### config.mk
export PLATFORM = sky130hd
export DESIGN_NAME = door_ctrl_param
export DESIGN_NICKNAME = d
export VERILOG_FILES = /design/src/rtl/door_pkg.sv /design/src/rtl/step_prescaler.sv /design/src/rtl/door_ctrl_param.sv
export SDC_FILE = /design/constraint.sdc
export NUM_CORES = 1
export LEC_CHECK = 0
export ABC_AREA = 1
export BUFFER_PORTS_ARGS = -buffer_cell sky130_fd_sc_hd__buf_4
export CELL_PAD_IN_SITES_DETAIL_PLACEMENT = 2
export CELL_PAD_IN_SITES_GLOBAL_PLACEMENT = 2
export CORE_ASPECT_RATIO = 0.75
export CORE_MARGIN = 2
export CORE_UTILIZATION = 36
export DETAILED_ROUTE_END_ITERATION = 8
export GPL_ROUTABILITY_DRIVEN = 0
export GPL_TIMING_DRIVEN = 0
export HOLD_SLACK_MARGIN = 0.03
export PLACE_DENSITY_LB_ADDON = 0.1
export SETUP_SLACK_MARGIN = 0.15
export SLEW_MARGIN = 30
export SYNTH_ARGS = -nofsm -noshare
export SYNTH_HDL_FRONTEND = slang
export SYNTH_SLANG_ARGS = --single-unit
### constraint.sdc
create_clock -name clk -period 3.3 [get_ports clk]
set_input_delay 0.165 -clock clk [delete_from_list [all_inputs] [get_ports clk]]
set_output_delay 0.165 -clock clk [all_outputs]
set_load 0.01 [all_outputs]
### src/rtl/door_pkg.sv
// door_pkg: shared door FSM states and LED door-panel pattern decode.
package door_pkg;

    typedef enum logic [1:0] {CLOSED, OPENING, OPEN_HOLD, CLOSING} door_state_t;

    localparam int unsigned PAT_MAX = 64;

    // Panel of led_w LEDs with the middle 2*pos bits cleared; bits at or above led_w are 0.
    function automatic logic [PAT_MAX-1:0] door_pattern(input int unsigned led_w, input int unsigned pos);
        logic [PAT_MAX-1:0] p;
        p = '0;
        for (int unsigned i = 0; i < PAT_MAX; i++)
            p[i] = (i < led_w) && !((i + pos >= led_w / 2) && (i < led_w / 2 + pos));
        return p;
    endfunction

endpackage

### src/rtl/step_prescaler.sv
// step_prescaler: free-running 0..DIV-1 counter; tick is high while the count is DIV-1.
// Ports: clk system clock, rst async active-high reset, tick one-cycle step strobe.
module step_prescaler #(
    parameter int DIV = 100
) (
    input  logic clk,
    input  logic rst,
    output logic tick
);

    localparam int CW = DIV > 1 ? $clog2(DIV) : 1;

    logic [CW-1:0] cnt_q, cnt_d;

    assign tick  = cnt_q == CW'(DIV - 1);
    assign cnt_d = tick ? '0 : cnt_q + CW'(1);

    always_ff @(posedge clk or posedge rst) begin
        if (rst) cnt_q <= '0;
        else     cnt_q <= cnt_d;
    end

endmodule

### src/rtl/door_ctrl_param.sv
// door_ctrl_param: elevator door controller with LED panel animation, timed hold and reversal.
// Ports: clk, rst (async active-high); open_req/close_req/obstruct level requests;
//        door_led panel pattern; door_closed high in CLOSED; door_opened high in OPEN_HOLD.
module door_ctrl_param
    import door_pkg::*;
#(
    parameter int LED_W      = 8,
    parameter int STEP_DIV   = 100,
    parameter int HOLD_STEPS = 30
) (
    input  logic             clk,
    input  logic             rst,
    input  logic             open_req,
    input  logic             close_req,
    input  logic             obstruct,
    output logic [LED_W-1:0] door_led,
    output logic             door_closed,
    output logic             door_opened
);

    localparam int HALF = LED_W / 2;
    localparam int PW   = $clog2(HALF + 1);
    localparam int HW   = $clog2(HOLD_STEPS + 1);

    door_state_t   state_q, state_d;
    logic [PW-1:0] pos_q, pos_d;
    logic [HW-1:0] hold_q, hold_d;
    logic          tick;

    step_prescaler #(.DIV(STEP_DIV)) u_presc (
        .clk  (clk),
        .rst  (rst),
        .tick (tick)
    );

    always_comb begin
        state_d = state_q;
        pos_d   = pos_q;
        hold_d  = hold_q;
        case (state_q)
            CLOSED:    state_d = open_req ? OPENING : CLOSED;
            OPENING:
                if (tick) begin
                    pos_d = pos_q + PW'(1);
                    if (pos_q == PW'(HALF - 1)) begin
                        state_d = OPEN_HOLD;
                        hold_d  = HW'(HOLD_STEPS);
                    end
                end
            OPEN_HOLD:
                if (open_req || obstruct) hold_d = HW'(HOLD_STEPS);
                else if (close_req) state_d = CLOSING;
                else if (tick) begin
                    hold_d = hold_q - HW'(1);
                    if (hold_q == HW'(1)) state_d = CLOSING;
                end
            default:
                // Reversal keeps pos even when a tick lands on the same cycle.
                if (open_req || obstruct) state_d = OPENING;
                else if (tick) begin
                    pos_d = pos_q - PW'(1);
                    if (pos_q == PW'(1)) state_d = CLOSED;
                end
        endcase
    end

    always_ff @(posedge clk or posedge rst) begin
        if (rst) begin
            state_q <= CLOSED;
            pos_q   <= '0;
            hold_q  <= '0;
        end else begin
            state_q <= state_d;
            pos_q   <= pos_d;
            hold_q  <= hold_d;
        end
    end

    assign door_led    = LED_W'(door_pattern(LED_W, 32'(pos_q)));
    assign door_closed = state_q == CLOSED;
    assign door_opened = state_q == OPEN_HOLD;

endmodule

### Word level (Yosys, flattened, before mapping)

Index checks and enable logic that the tools add are counted.
W data, S select, Z words.

* bits in registers: 17
* word-level logic and storage cells: 93
* output and inout port bits: 10
* input port bits: 5

* $add $sub $neg: 11
* $lt $le $gt $ge: 16
* bitwise operators: 1
* mux-type cells: 22
* reduce and logical (&&, ||, !) cells: 25
* equality and inequality tests: 14

Operator list (number)
* $lt A3 B32 Y1 const A: 4
* $lt A1 B32 Y1 const A: 2
* $lt A2 B32 Y1 const A: 2
* $ge A32 B3 Y1 const B: 1
* $mux W5: 5
* $ge A4 B3 Y1 const B: 6
* $mux W2: 9
* $add A3 B3 Y4 const A: 4
* $pmux W5 S2: 1
* $mux W3: 3
* $ne A3 B2 Y1 const B: 3
* $add A2 B3 Y4 const A: 2
* $logic_and A1 B1 Y1: 8
* $logic_not A1 Y1: 8
* $add A7 B1 Y7 const B: 1
* $eq A7 B7 Y1 const B: 1
* $mux W7: 1
* $reduce_and A7 Y1: 1
* $pmux W2 S3: 1
* $pmux W3 S2: 1
* $eq A5 B1 Y1 const B: 1
* $reduce_and A5 Y1: 1
* $reduce_bool A5 Y1: 1
* $sub A5 B1 Y5 const B: 1
* 19 further kinds: 21

### Longest topological paths before layout

Gate-level depths: netlist of the first run.

* depth after elaboration: 6
* depth in mapped cells: 11
* mapped depth without buffers: 11

### Cells and area by module

A second synthesis of the first run with hierarchy kept.

* cell total of the unflattened synthesis: 171
* area, all modules: 1232.4 um^2

Modules (own cells, without submodules)
* door_ctrl_param: cells each 129, sequential area each 250.2 um^2, area an instance 882.1 um^2, times used 1
* step_prescaler: cells each 42, sequential area each 175.2 um^2, area an instance 350.3 um^2, times used 1

### Worst setup path after synthesis of the first run

No wires, ideal clock.

* path kind: reg2reg
* start: reg state_q[0]
* end: reg state_q[1]
* path buffers: 0
* stages on the path, launching flop included: 12
* arrival time: 1.354 ns
* clock period less this slack: 1.471 ns
* setup time: 0.117 ns
* setup slack: 1.829 ns
* data required time: 3.183 ns
* cell sequence: dfrtp_1 > inv_1 > ha_1 > nor2_1 > inv_1 > nor2_1 > nand2_1 > nand2_1 > nor2_4 > nand2_2 > nand2_1 > nand2_1

* cells in the longest elaborated chain, start to end: 3
* elaborated cells between the ends (all ways): 12
* those cells by class: eq/ne: 7; mux: 1; reduce/logical: 4

Ends and longest elaborated chain
* from (decl): line door_ctrl_param.sv:25 `door_state_t state_q, state_d;`
* from (signal assigned): line door_ctrl_param.sv:73 `state_q <= state_d;`
* $eq A2 B2 Y1 (*)
* net door_opened: line door_ctrl_param.sv:18 `output logic door_opened`
* $ne A3 B2 Y1 (no line) (tied with other cells)
* $reduce_and A7 Y1 (no line)

The timed path passes the listed nets; every way through them passes the cells marked *.
A chain may end at the register's enable or synchronous reset.

### Worst setup path in the final report of the first run

* start: reg pos_q[0]
* end: out door_led[3]

* cells in the longest elaborated chain, start to end: 4
* elaborated cells between the ends (all ways): 6
* those cells by class: add/sub: 2; order compare: 2; reduce/logical: 2

Ends and longest elaborated chain
* from (decl): line door_ctrl_param.sv:26 `logic [PW-1:0] pos_q, pos_d;`
* from (signal assigned): line door_ctrl_param.sv:74 `pos_q <= pos_d;`
* $add A3 B3 Y4 / $add A2 B3 Y4 (equally long branches)
* $lt A2 B32 Y1 / $ge A4 B3 Y1 (equally long branches): line door_pkg.sv:13 `p[i] = (i < led_w) && !((i + pos >= led_w / 2) && (i < led_w / 2 + pos));`
* $logic_and A1 B1 Y1 (*): line door_pkg.sv:13
* $logic_not A1 Y1 (*): line door_pkg.sv:13
* to (decl): line door_ctrl_param.sv:16 `output logic [LED_W-1:0] door_led,`

Every way passes the cells marked *; elsewhere a longest branch is shown, timed or not.

==> results of run 1 <==
final cells by class:
| class | count | share of cell area |
|---|---|---|
| Inverter | 30 | 0.0766 |
| Timing Repair Buffer | 14 | 0.0707 |
| Clock buffer | 4 | 0.0303 |
| Multi-Input combinational cell | 116 | 0.497 |
| Buffer | 1 | 0.00505 |
| Sequential cell | 17 | 0.286 |
| Tap cell | 40 | 0.0337 |
worst max-delay path by stage:
stage,startpoint,to,slack (ns),cells past startpoint
2_1_floorplan,state_q[0],state_q[1],1.83,11
3_3_place_gp,state_q[0],pos_q[1],1.69,8
3_5_place_dp,state_q[0],pos_q[1],1.58,8
4_1_cts,pos_q[0],door_led[3],1.38,5
5_1_grt,pos_q[0],door_led[3],1.27,5
6_report,pos_q[0],door_led[3],1.42,5
sequential cells by signal, indices dropped and copies added (netlist names):
signal	cells
u_presc.cnt_q	7
hold_q	5
pos_q	3
state_q	2
metrics by stage:
step	cells	utilization	cell area (um^2)
CTS	222	0.443	1490
global placement	218	0.430	1440
detailed placement	218	0.430	1440
finish	222	0.443	1490
floorplan	164	-	1290
global route	222	0.443	1490
cells by family (layout without fill, tap and decap cells):
logic type	after synthesis	after routing	synth area share
compound gates	13	13	0.0632
flops	17	17	0.331
fa+ha+maj	13	13	0.126
buf+inv	31	49	0.0944
simple gates	86	86	0.358
xor+xnor	4	4	0.0272
layer usage:
layer  part of all wire  global-route usage  vias up
li1                   -                   -      551
met1               0.46               0.237      548
met2               0.52               0.317        9
met3              0.020              0.0489        0
met4                  0              0.0159        0
met5                  0                   0        -
power by group:
part	switching (uW)	leakage, uW	internal, uW
Combinational	327	0.000554	193
Clock	76.0	0.0000228	85.8
Sequential	44.5	0.000203	256
cells in the final DEF (no fill, tap or decap), drive strengths merged:
cell    netlist  layout
nor3          3       3
o31ai         2       2
xnor2         1       1
a21oi         5       5
buf           1      15
clkinv        1       1
and2          1       1
nand2        40      40
o21ai         6       6
ha           13      13
clkbuf        0       4
inv          29      29
nand3        10      10
or2           3       3
nor2         21      21
xor2          3       3
nand4         8       8
dfrtp        17      17
==> summary.txt, run 1 <==
Run status
  • Status: finished, final reports clean

Setup path
  • WP data required: between 3 and 4 ns
  • Slowest cell on the critical path: dfrtp_1
  • CP Launch Type: flop
  • Crit-path cells: inv_1, ha_1, or2_1, o31ai_1, buf_4
  • CP top delay family: flip-flops
  • Worst reg2reg setup slack: between 1.5 and 2 ns
  • Setup CP Type: flop to output port
  • Crit-path max FO: 6
  • RR Startpoint: state_q[0]
  • Arr. time, crit path: 1.72 ns
  • R2R Path End: pos_q[1]
  • Worst path max stage delay: about 0.47 ns
  • Crit end category: output port
  • Crit path buf inv count: 2
  • Worst-case reg-to-reg path depth: 8

Power and ir drop
  • Overall Power: between 900 and 1000 uW
  • PwrDens: between 600 and 700 nW/um^2
  • Maximum vdd drop: around 340 uV
  • Leakage Power: around 0.0008 uW

Place
  • Post-DP HPWL: ~2.7 mm
  • Dpl ws: ~1.6 ns
  • Port bufs: 14

Min path
  • Hold WC Path Type: input pin to async pin

Global route
  • Gr ovfl total: 0
  • First-pass GRT wire length: roughly 5.8 mm
  • Initial antenna violation count: 0
  • Vias in the first global route: 1194
  • Largest net degree at the start of global routing: 18
  • Total GRT Usage: 0.184

Synthesis
  • Synth Area per Inst: ~7.8 um^2
  • Gate Count Post-Synth: roughly 160
  • Most frequent cell after synthesis: nand2_1
  • Yosys top cell by area: dfrtp_1
  • Cell Area, Synth: 1290 um^2
  • Ys Warns: 0
  • Largest cells by area after synthesis: dfrtp_1 (33%), ha_1 (13%), nand2_1 (10%)
  • EDFF count, synth: 0
  • Most frequent cells after synthesis: nand2_1 (35), inv_1 (26), dfrtp_1 (17), nor2_1 (15), ha_1 (13)
  • Ys flop type: dfrtp_1
  • Post-synth ARST share: 1.00
  • Syn nets: approximately 180
  • Flops & latches, synth: 17
  • Area fraction of the dominant cell type after synthesis: 0.331
  • Register area share after synthesis: 0.331
  • Synth cell types: 28

Timing
  • RSZ-0062 raised after global routing: no
  • Slew margin rel.: 0.544
  • Period utilization: 0.571
  • Fmax: between 500 and 600 MHz
  • Clock Skews: ~0.0025 ns
  • Min Hold Slack: roughly 0.013 ns
  • Final Hold Viols: 0
  • # setup viols final: 0
  • Post-route minimum period: between 1.5 and 2 ns
  • Setup_tns: 0 ns
  • Least-Margin Pin Slew: 0.684 ns
  • Slew Limit Fails: 0
  • Final Worst Setup Slack: between 1 and 1.5 ns

Floorplan
  • # rows: 18
  • Die area: 4070 um^2
  • Die Y: 55.8 um
  • Core area: between 3000 and 4000 um^2
  • Top-Level Pins: 15
  • Die width: 73.0 um
  • Starting density of the core: 0.383

Clocking
  • Root buffer cell: clkbuf_8
  • CTS sink cnt: 17
  • # hold bufs at CTS: 0
  • TritonCTS Buffers: 3
  • Post-CTS sizing: 0
  • Clk slew on worst S/H paths: about 0.07 ns
  • H-tree depth: 1
  • CTS tree: built
  • Post-CTS Setup Inserts: 0
  • Bufs on Longest Clock Path: 2
  • Clk_lat worst skew: around 0.26 ns

Final layout
  • # fillers: about 400
  • Area grow syn2layout: 15.6%
  • N_diodes: 0
  • Fin nets: ~200
  • FF/Latch Area: 425 um^2
  • Area of the multi-input gates: 739 um^2
  • Share of cells above drive strength 1: 0.214

Detailed routing
  • Initial DRC count: 33
  • Drt first pass iters: 4
  • Via count: approximately 1100
  • Routed length per instance: between 10 and 15 um
  • ANT nets after route: 0
  • DRC Markers: 0
  • Routed WL: roughly 3.3 mm
  • Vias per inst: 4.99

Flow run
  • Max capacitance violation total: 0
(Power assumes the default switching activity.)
==> run 2, diff against run 1 <==
CORE_UTILIZATION = 30   (was 36)
clock period = 1.6 ns   (was 3.3 ns; I/O delays follow)
==> run 2 against run 1 <==
  * Clock-buffer cell count unchanged
  * Sequential share of layout area decreased by 5.2 points
  * Register-to-register slack got worse by 1.5 ns
  * Highest routed layer is now met4
  * Sequential power increased by 110%
  * Power increased by 140%
  * Setup slack got worse by 1.4 ns
  * Wire length increased by 18%
  * Cell count increased by 17%
==> summary.txt, run 2 (synthesis results as in run 1) <==
Run status
  • Status: finished, final reports clean

Detailed routing
  • DRC Markers: 0 (unchanged)
  • Initial DRC count: 34 (+3.0%)
  • ANT nets after route: 0 (unchanged)
  • Via count: 1216 (+9.7%)
  • Vias per inst: 4.68 (-6.3%)
  • Routed length per instance: 15.1 um (+1.0%)
  • Routed WL: 3.93 mm (+18%)
  • Drt first pass iters: 2 (-2)

Place
  • Dpl ws: -0.0436 ns (-1.63 ns)
  • Port bufs: 14 (unchanged)
  • Post-DP HPWL: 2.58 mm (-3.3%)
  • Placed insts: 233 (+6.9%)

Final layout
  • Fin nets: 224 (+11%)
  • Share of cells above drive strength 1: 0.444 (+0.230)
  • Area grow syn2layout: 43.0%
  • Largest Register: u_presc.cnt_q
  • Max reg flops: 7 (unchanged)
  • Largest registers: u_presc.cnt_q: 7 flops, hold_q: 5 flops, pos_q: 3 flops
  • # fillers: 456 (+11%)
  • N_diodes: 0 (unchanged)
  • Post-Layout Cell Count: 260 (+17%)
  • Commonest non-fill, non-tap cells in the layout: buf_4 (32), nand2_1 (31), inv_1 (19), dfrtp_1 (13), nor2_1 (12)
  • Commonest non-fill, non-tap cell in the layout: buf_4

Timing
  • Period utilization: 0.963
  • Post-route minimum period: between 1.5 and 2 ns
  • Fmax: 649 MHz
  • Final Worst Setup Slack: 0.0598 ns (-1.36 ns)
  • Slew margin rel.: 0.534 (-0.00961)
  • RSZ-0062 raised after global routing: yes
  • Min Hold Slack: 0.172 ns (+0.158 ns)
  • Slew Limit Fails: 0 (unchanged)
  • Least-Margin Pin Slew: 0.698 ns (+0.0144 ns)
  • Final Hold Viols: 0 (unchanged)
  • Clock Skews: 0.00580 ns (+0.00332 ns)
  • # setup viols final: 0 (unchanged)

Floorplan
  • Starting density of the core: 0.315 (-0.0680)
  • # rows: 20 (+2)
  • Core area: 4080 um^2 (+22%)
  • Die width: 79.6 um (+9.0%)
  • Die area: 4830 um^2 (+19%)
  • Top-Level Pins: 15 (unchanged)
  • Die Y: 60.7 um (+8.9%)

Setup path
  • Slowest cell on the critical path: dfrtp_2
  • Crit-path cells: buf_6, ha_4, ha_4, o31ai_2, inv_1, buf_6
  • CP Launch Type: flop
  • Stages on worst setup path: 6 (+1)
  • Crit end category: output port
  • Setup CP Type: flop to output port
  • Crit path buf inv count: 3 (+1)
  • Worst-case reg-to-reg path depth: 10 (+2)
  • Arr. time, crit path: 1.46 ns (-0.26 ns)
  • Crit-path max FO: 3 (-3)
  • Worst path max stage delay: 0.44 ns (-0.03 ns)
  • WP data required: 1.52 ns (-1.61 ns)
  • CP top delay family: flip-flops

Power and ir drop
  • Overall Power: 2380 uW (+140%)
  • Sw power: 1080 uW (+140%)
  • Clock share of power: 0.139 (-0.026)
  • Switching share of total power: 0.453 (-0.00289)
  • PwrDens: 1290 nW/um^2 (+96%)
  • Leakage Power: 0.000896 uW (+15%)
  • Seq pwr share: 0.269 (-0.037)
  • Gate power share: 0.593 (+0.063)
  • P_int: 1300 uW (+140%)
  • Maximum vdd drop: 968 uV (+180%)

Clocking
  • H-tree depth: 1 (unchanged)
  • TritonCTS Buffers: 3 (unchanged)
  • CTS tree: built
  • Clk_lat worst skew: 0.25 ns (about the same)
  • CTS sink cnt: 17 (unchanged)
  • Clk slew on worst S/H paths: 0.07 ns (about the same)
  • Bufs on Longest Clock Path: 2 (unchanged)
  • Root buffer cell: clkbuf_8

Global route
  • First-pass GRT wire length: 6.34 mm (+9.3%)
  • Total GRT Usage: 0.170 (-0.0139)
  • Largest net degree at the start of global routing: 18 (unchanged)
  • Initial antenna violation count: 0 (unchanged)
  • Vias in the first global route: 1342 (+12%)
  • Gr ovfl total: 0 (unchanged)

Min path
  • Hold WC Path Type: input pin to flop
  • Hold Path Cell Cnt: 4

Flow run
  • Max capacitance violation total: 0 (unchanged)
==> run 2: cell types whose count changed in the layout (fill, tap and decap cells not counted), moves of 5 or more <==
cell | before | now
buf_4 | 15 | 32
buf_6 | 0 | 5
ha_1 | 13 | 5
ha_4 | 0 | 6
inv_1 | 26 | 19
inv_2 | 3 | 9
==> run 2: power by group through the flow <==
stage / combinational (uW) / clock (uW) / sequential (uW)
6_report: 1410 / 329 / 639
3_5_place_dp: 1080 / 0 / 631
3_3_place_gp: 1010 / 0 / 626
2_1_floorplan: 798 / 0 / 598
5_1_grt: 1580 / 355 / 656
4_1_cts: 1320 / 342 / 633
==> run 2: repair_timing <==
action | 4_1_cts | 5_1_grt
setup buffers | 14 | 8
endpoints found under the setup margin | 12 | 14
gates resized for setup | 34 | 10
pin swaps | 17 | 11
endpoints found under the hold margin | 17 | 0
gates cloned | 0 | 0
hold buffers | 1 | 0
==> run 2: layer usage <==
layer / wire [um] / share of wire / GRT usage
met4: 23 / 0.0059 / 0.0197
met5: 0 / 0 / 0
met2: 2010 / 0.51 / 0.311
met1: 1810 / 0.46 / 0.214
met3: 90 / 0.023 / 0.0387
==> run 2: metrics by stage <==
stage                     setup TNS [ns]   util  cell area, um^2
after global routing              -0.173  0.451             1840
after global placement                 0  0.359             1460
after detailed placement          -0.127  0.359             1460
after CTS                              0  0.428             1750
after floorplan                        0      -             1290
final                                  0  0.451             1840
==> run 2: final cells by class <==
class | count | area [um^2] | area share
clock buffers | 4 | 45.0 | 0.0245
well taps | 55 | 68.8 | 0.0374
repair buffers | 37 | 299 | 0.163
flip-flops and latches | 17 | 430 | 0.234
inverters | 30 | 116 | 0.0633
plain buffers | 1 | 7.51 | 0.00408
multi-input cells | 116 | 872 | 0.474
==> run 2: final timing paths <==
path | startpoint | to | slack (ns)
worst max register to register | u_presc.cnt_q[0] | hold_q[4] | 0.08
worst min-delay path | close_req | hold_q[2] | 0.17
max in group asynchronous | rst | pos_q[0] | 0.61
worst min register to register | hold_q[1] | hold_q[1] | 0.50
worst max-delay path | pos_q[0] | door_led[1] | 0.06
min in group asynchronous | rst | u_presc.cnt_q[4] | 0.50
==> run 2: tightest hold or removal path, delay by kind of cell <==
kind,cells,cell delay [ns]
buffers and inverters,1,0.10
AOI/OAI and AO/OA,1,0.08
and+or+nand+nor,2,0.12
==> run 3, diff against run 2 <==
PLACE_DENSITY = 0.79   (was not set)
PLACE_DENSITY_LB_ADDON = not set   (was 0.1)
==> run 3 against run 2 <==
  * The run now ends with setup timing left
  * Critical path depth rose by 1
  * Core utilization grew 1.6 points
  * Clock-buffer cell count down 1
  * Global-route usage is 5.9 points higher
  * Power grew 13%
==> summary.txt, run 3 (synthesis results as in run 1) <==
Place
  • Port bufs: 14 (unchanged)
  • DP Area: 1460 um^2 (unchanged)
  • Post-DP HPWL: 2.79 mm (+8.1%)
  • Placed insts: 233 (unchanged)
  • Dpl ws: -0.0521 ns (-0.00852 ns)

Final layout
  • # fillers: 445 (-2.4%)
  • Cell area after layout: 1900 um^2 (+3.5%)
  • Final core utilization: 0.467 (+0.0160)
  • Share of cells above drive strength 1: 0.485 (+0.0412)
  • Commonest non-fill, non-tap cell in the layout: buf_4
  • Max reg flops: 7 (unchanged)
  • Area of the multi-input gates: 943 um^2 (+8.2%)
  • Fin nets: 221 (-1.3%)
  • Area grow syn2layout: 48.1%
  • Largest Register: u_presc.cnt_q
  • N_diodes: 0 (unchanged)
  • Largest registers: u_presc.cnt_q: 7 flops, hold_q: 5 flops, pos_q: 3 flops
  • Post-Layout Cell Count: 257 (-1.2%)
  • FF/Latch Area: 428 um^2 (-0.58%)
  • Commonest non-fill, non-tap cells in the layout: buf_4 (25), nand2_1 (24), inv_1 (18), nand2_2 (15), dfrtp_1 (15)

Clocking
  • Root buffer cell: clkbuf_8
  • TritonCTS Buffers: 3 (unchanged)
  • Clk slew on worst S/H paths: 0.07 ns (about the same)
  • Clk_lat worst skew: 0.27 ns (+0.02 ns)
  • H-tree depth: 1 (unchanged)
  • CTS tree: built
  • Bufs on Longest Clock Path: 2 (unchanged)
  • CTS sink cnt: 17 (unchanged)

Detailed routing
  • DRC Markers: 0 (unchanged)
  • ANT nets after route: 0 (unchanged)
  • Via count: 1280 (+5.3%)
  • Routed WL: 5.57 mm (+42%)
  • Drt first pass iters: 5 (+3)
  • Vias per inst: 4.98 (+6.5%)
  • Initial DRC count: 53 (+56%)
  • Routed length per instance: 21.7 um (+43%)

Setup path
  • Crit-path cells: buf_6, ha_4, nor2_4, inv_2, nor3_4, o21ai_1, o21ai_1
  • Crit path buf inv count: 2 (-1)
  • CP top delay family: simple AND/OR/NAND/NOR gates
  • Slowest cell on the critical path: dfrtp_1
  • Crit-path max FO: 4 (+1)
  • CP Launch Type: flop
  • CP most frequent cell: o21ai_1
  • Worst path max stage delay: 0.44 ns (about the same)
  • WP data required: 1.78 ns (+0.26 ns)
  • Arr. time, crit path: 1.83 ns (+0.37 ns)
  • Crit end category: flop
  • Setup CP Type: flop to flop

Floorplan
  • Top-Level Pins: 15 (unchanged)
  • Die Y: 60.7 um (unchanged)
  • Core area: 4080 um^2 (unchanged)
  • Starting density of the core: 0.315 (unchanged)
  • Die width: 79.6 um (unchanged)
  • # rows: 20 (unchanged)
  • Die area: 4830 um^2 (unchanged)

Timing
  • Clock Skews: 0.00156 ns (-0.00424 ns)
  • Final Worst Setup Slack: -0.0480 ns (-0.108 ns)
  • Setup_tns: -0.101 ns (-0.101 ns)
  • Fmax: 607 MHz (-6.5%)
  • Period utilization: 1.03 (+0.0674)
  • Final Hold Viols: 0 (unchanged)
  • Slew Limit Fails: 0 (unchanged)
  • Least-Margin Pin Slew: 0.727 ns (+0.0291 ns)
  • # setup viols final: 3 (+3)
  • Post-route minimum period: 1.65 ns (+0.108 ns)
  • RSZ-0062 raised after global routing: yes
  • Slew margin rel.: 0.515 (-0.0194)

Global route
  • Largest net degree at the start of global routing: 18 (unchanged)
  • Total GRT Usage: 0.229 (+0.0589)
  • Initial antenna violation count: 0 (unchanged)
  • Vias in the first global route: 1498 (+12%)
  • First-pass GRT wire length: 8.04 mm (+27%)
  • Gr ovfl total: 0 (unchanged)

Flow run
  • Max capacitance violation total: 0 (unchanged)

Run status
  • Violated checks: setup timing
  • Status: finished, violations left

Power and ir drop
  • Leakage Power: 0.000894 uW (-0.23%)
  • Clock share of power: 0.131 (-0.008)
  • Switching share of total power: 0.494 (+0.0410)
  • Seq pwr share: 0.240 (-0.029)
  • Gate power share: 0.628 (+0.035)
  • Sw power: 1330 uW (+23%)
  • P_int: 1360 uW (+4.7%)
  • PwrDens: 1410 nW/um^2 (+9.3%)
  • Maximum vdd drop: 793 uV (-18%)

Min path
  • Hold WC Path Type: input pin to flop
## run 3: path summary, 6_finish.rpt
kind | startpoint | endpoint | slack [ns] | cells past startpoint
worst max-delay path | state_q[1] | pos_q[2] | -0.05 | 7
worst min-delay path | close_req | hold_q[1] | 0.20 | 4
worst max register to register | state_q[1] | pos_q[2] | -0.05 | 7
worst min register to register | hold_q[1] | hold_q[1] | 0.52 | 2
max in group asynchronous | rst | pos_q[1] | 0.59 | 3
min in group asynchronous | rst | u_presc.cnt_q[1] | 0.50 | 3
## run 3: power groups by stage
stage	combinational, uW	clock, uW	sequential, uW
3_3_place_gp	1000	0	621
5_1_grt	1800	388	652
3_5_place_dp	1080	0	628
2_1_floorplan	798	0	598
6_report	1690	353	646
4_1_cts	1350	359	616
## run 3: cell type report
type | instances | share of cell area
Timing Repair Buffer | 34 | 0.153
Inverter | 30 | 0.0624
Clock inverter | 1 | 0.00263
Multi-Input combinational cell | 116 | 0.495
Buffer | 1 | 0.00394
Tap cell | 55 | 0.0361
Clock buffer | 3 | 0.0217
Sequential cell | 17 | 0.225
## run 3: worst register-to-register path, cell delays in order, from the launching register on
cell,delay [ns]
dfrtp_1,0.44
buf_6,0.15
ha_4,0.17
nor2_4,0.12
inv_2,0.08
nor3_4,0.33
o21ai_1,0.14
o21ai_1,0.14
## run 3: per-layer routing
metal,up-vias,track usage,wire length [um]
met4,0,0.0616,198
met1,641,0.262,2170
li1,590,-,-
met5,-,0,0
met2,31,0.441,3030
met3,18,0.0461,169
## run 3: through the flow
step | hold slack (ns) | power [uW]
after floorplan | 0.00607 | 1400
after global placement | 0.228 | 1630
after detailed placement | 0.236 | 1710
after CTS | 0.150 | 2320
after global routing | 0.198 | 2840
final | 0.197 | 2690
## run 3: what timing repair did
item                       CTS  global route
hold buffers                 1             0
gates resized for setup     36            29
hold endpoints to repair    17             0
setup buffers               16             3
setup endpoints to repair   12            15
pin swaps                   11            17
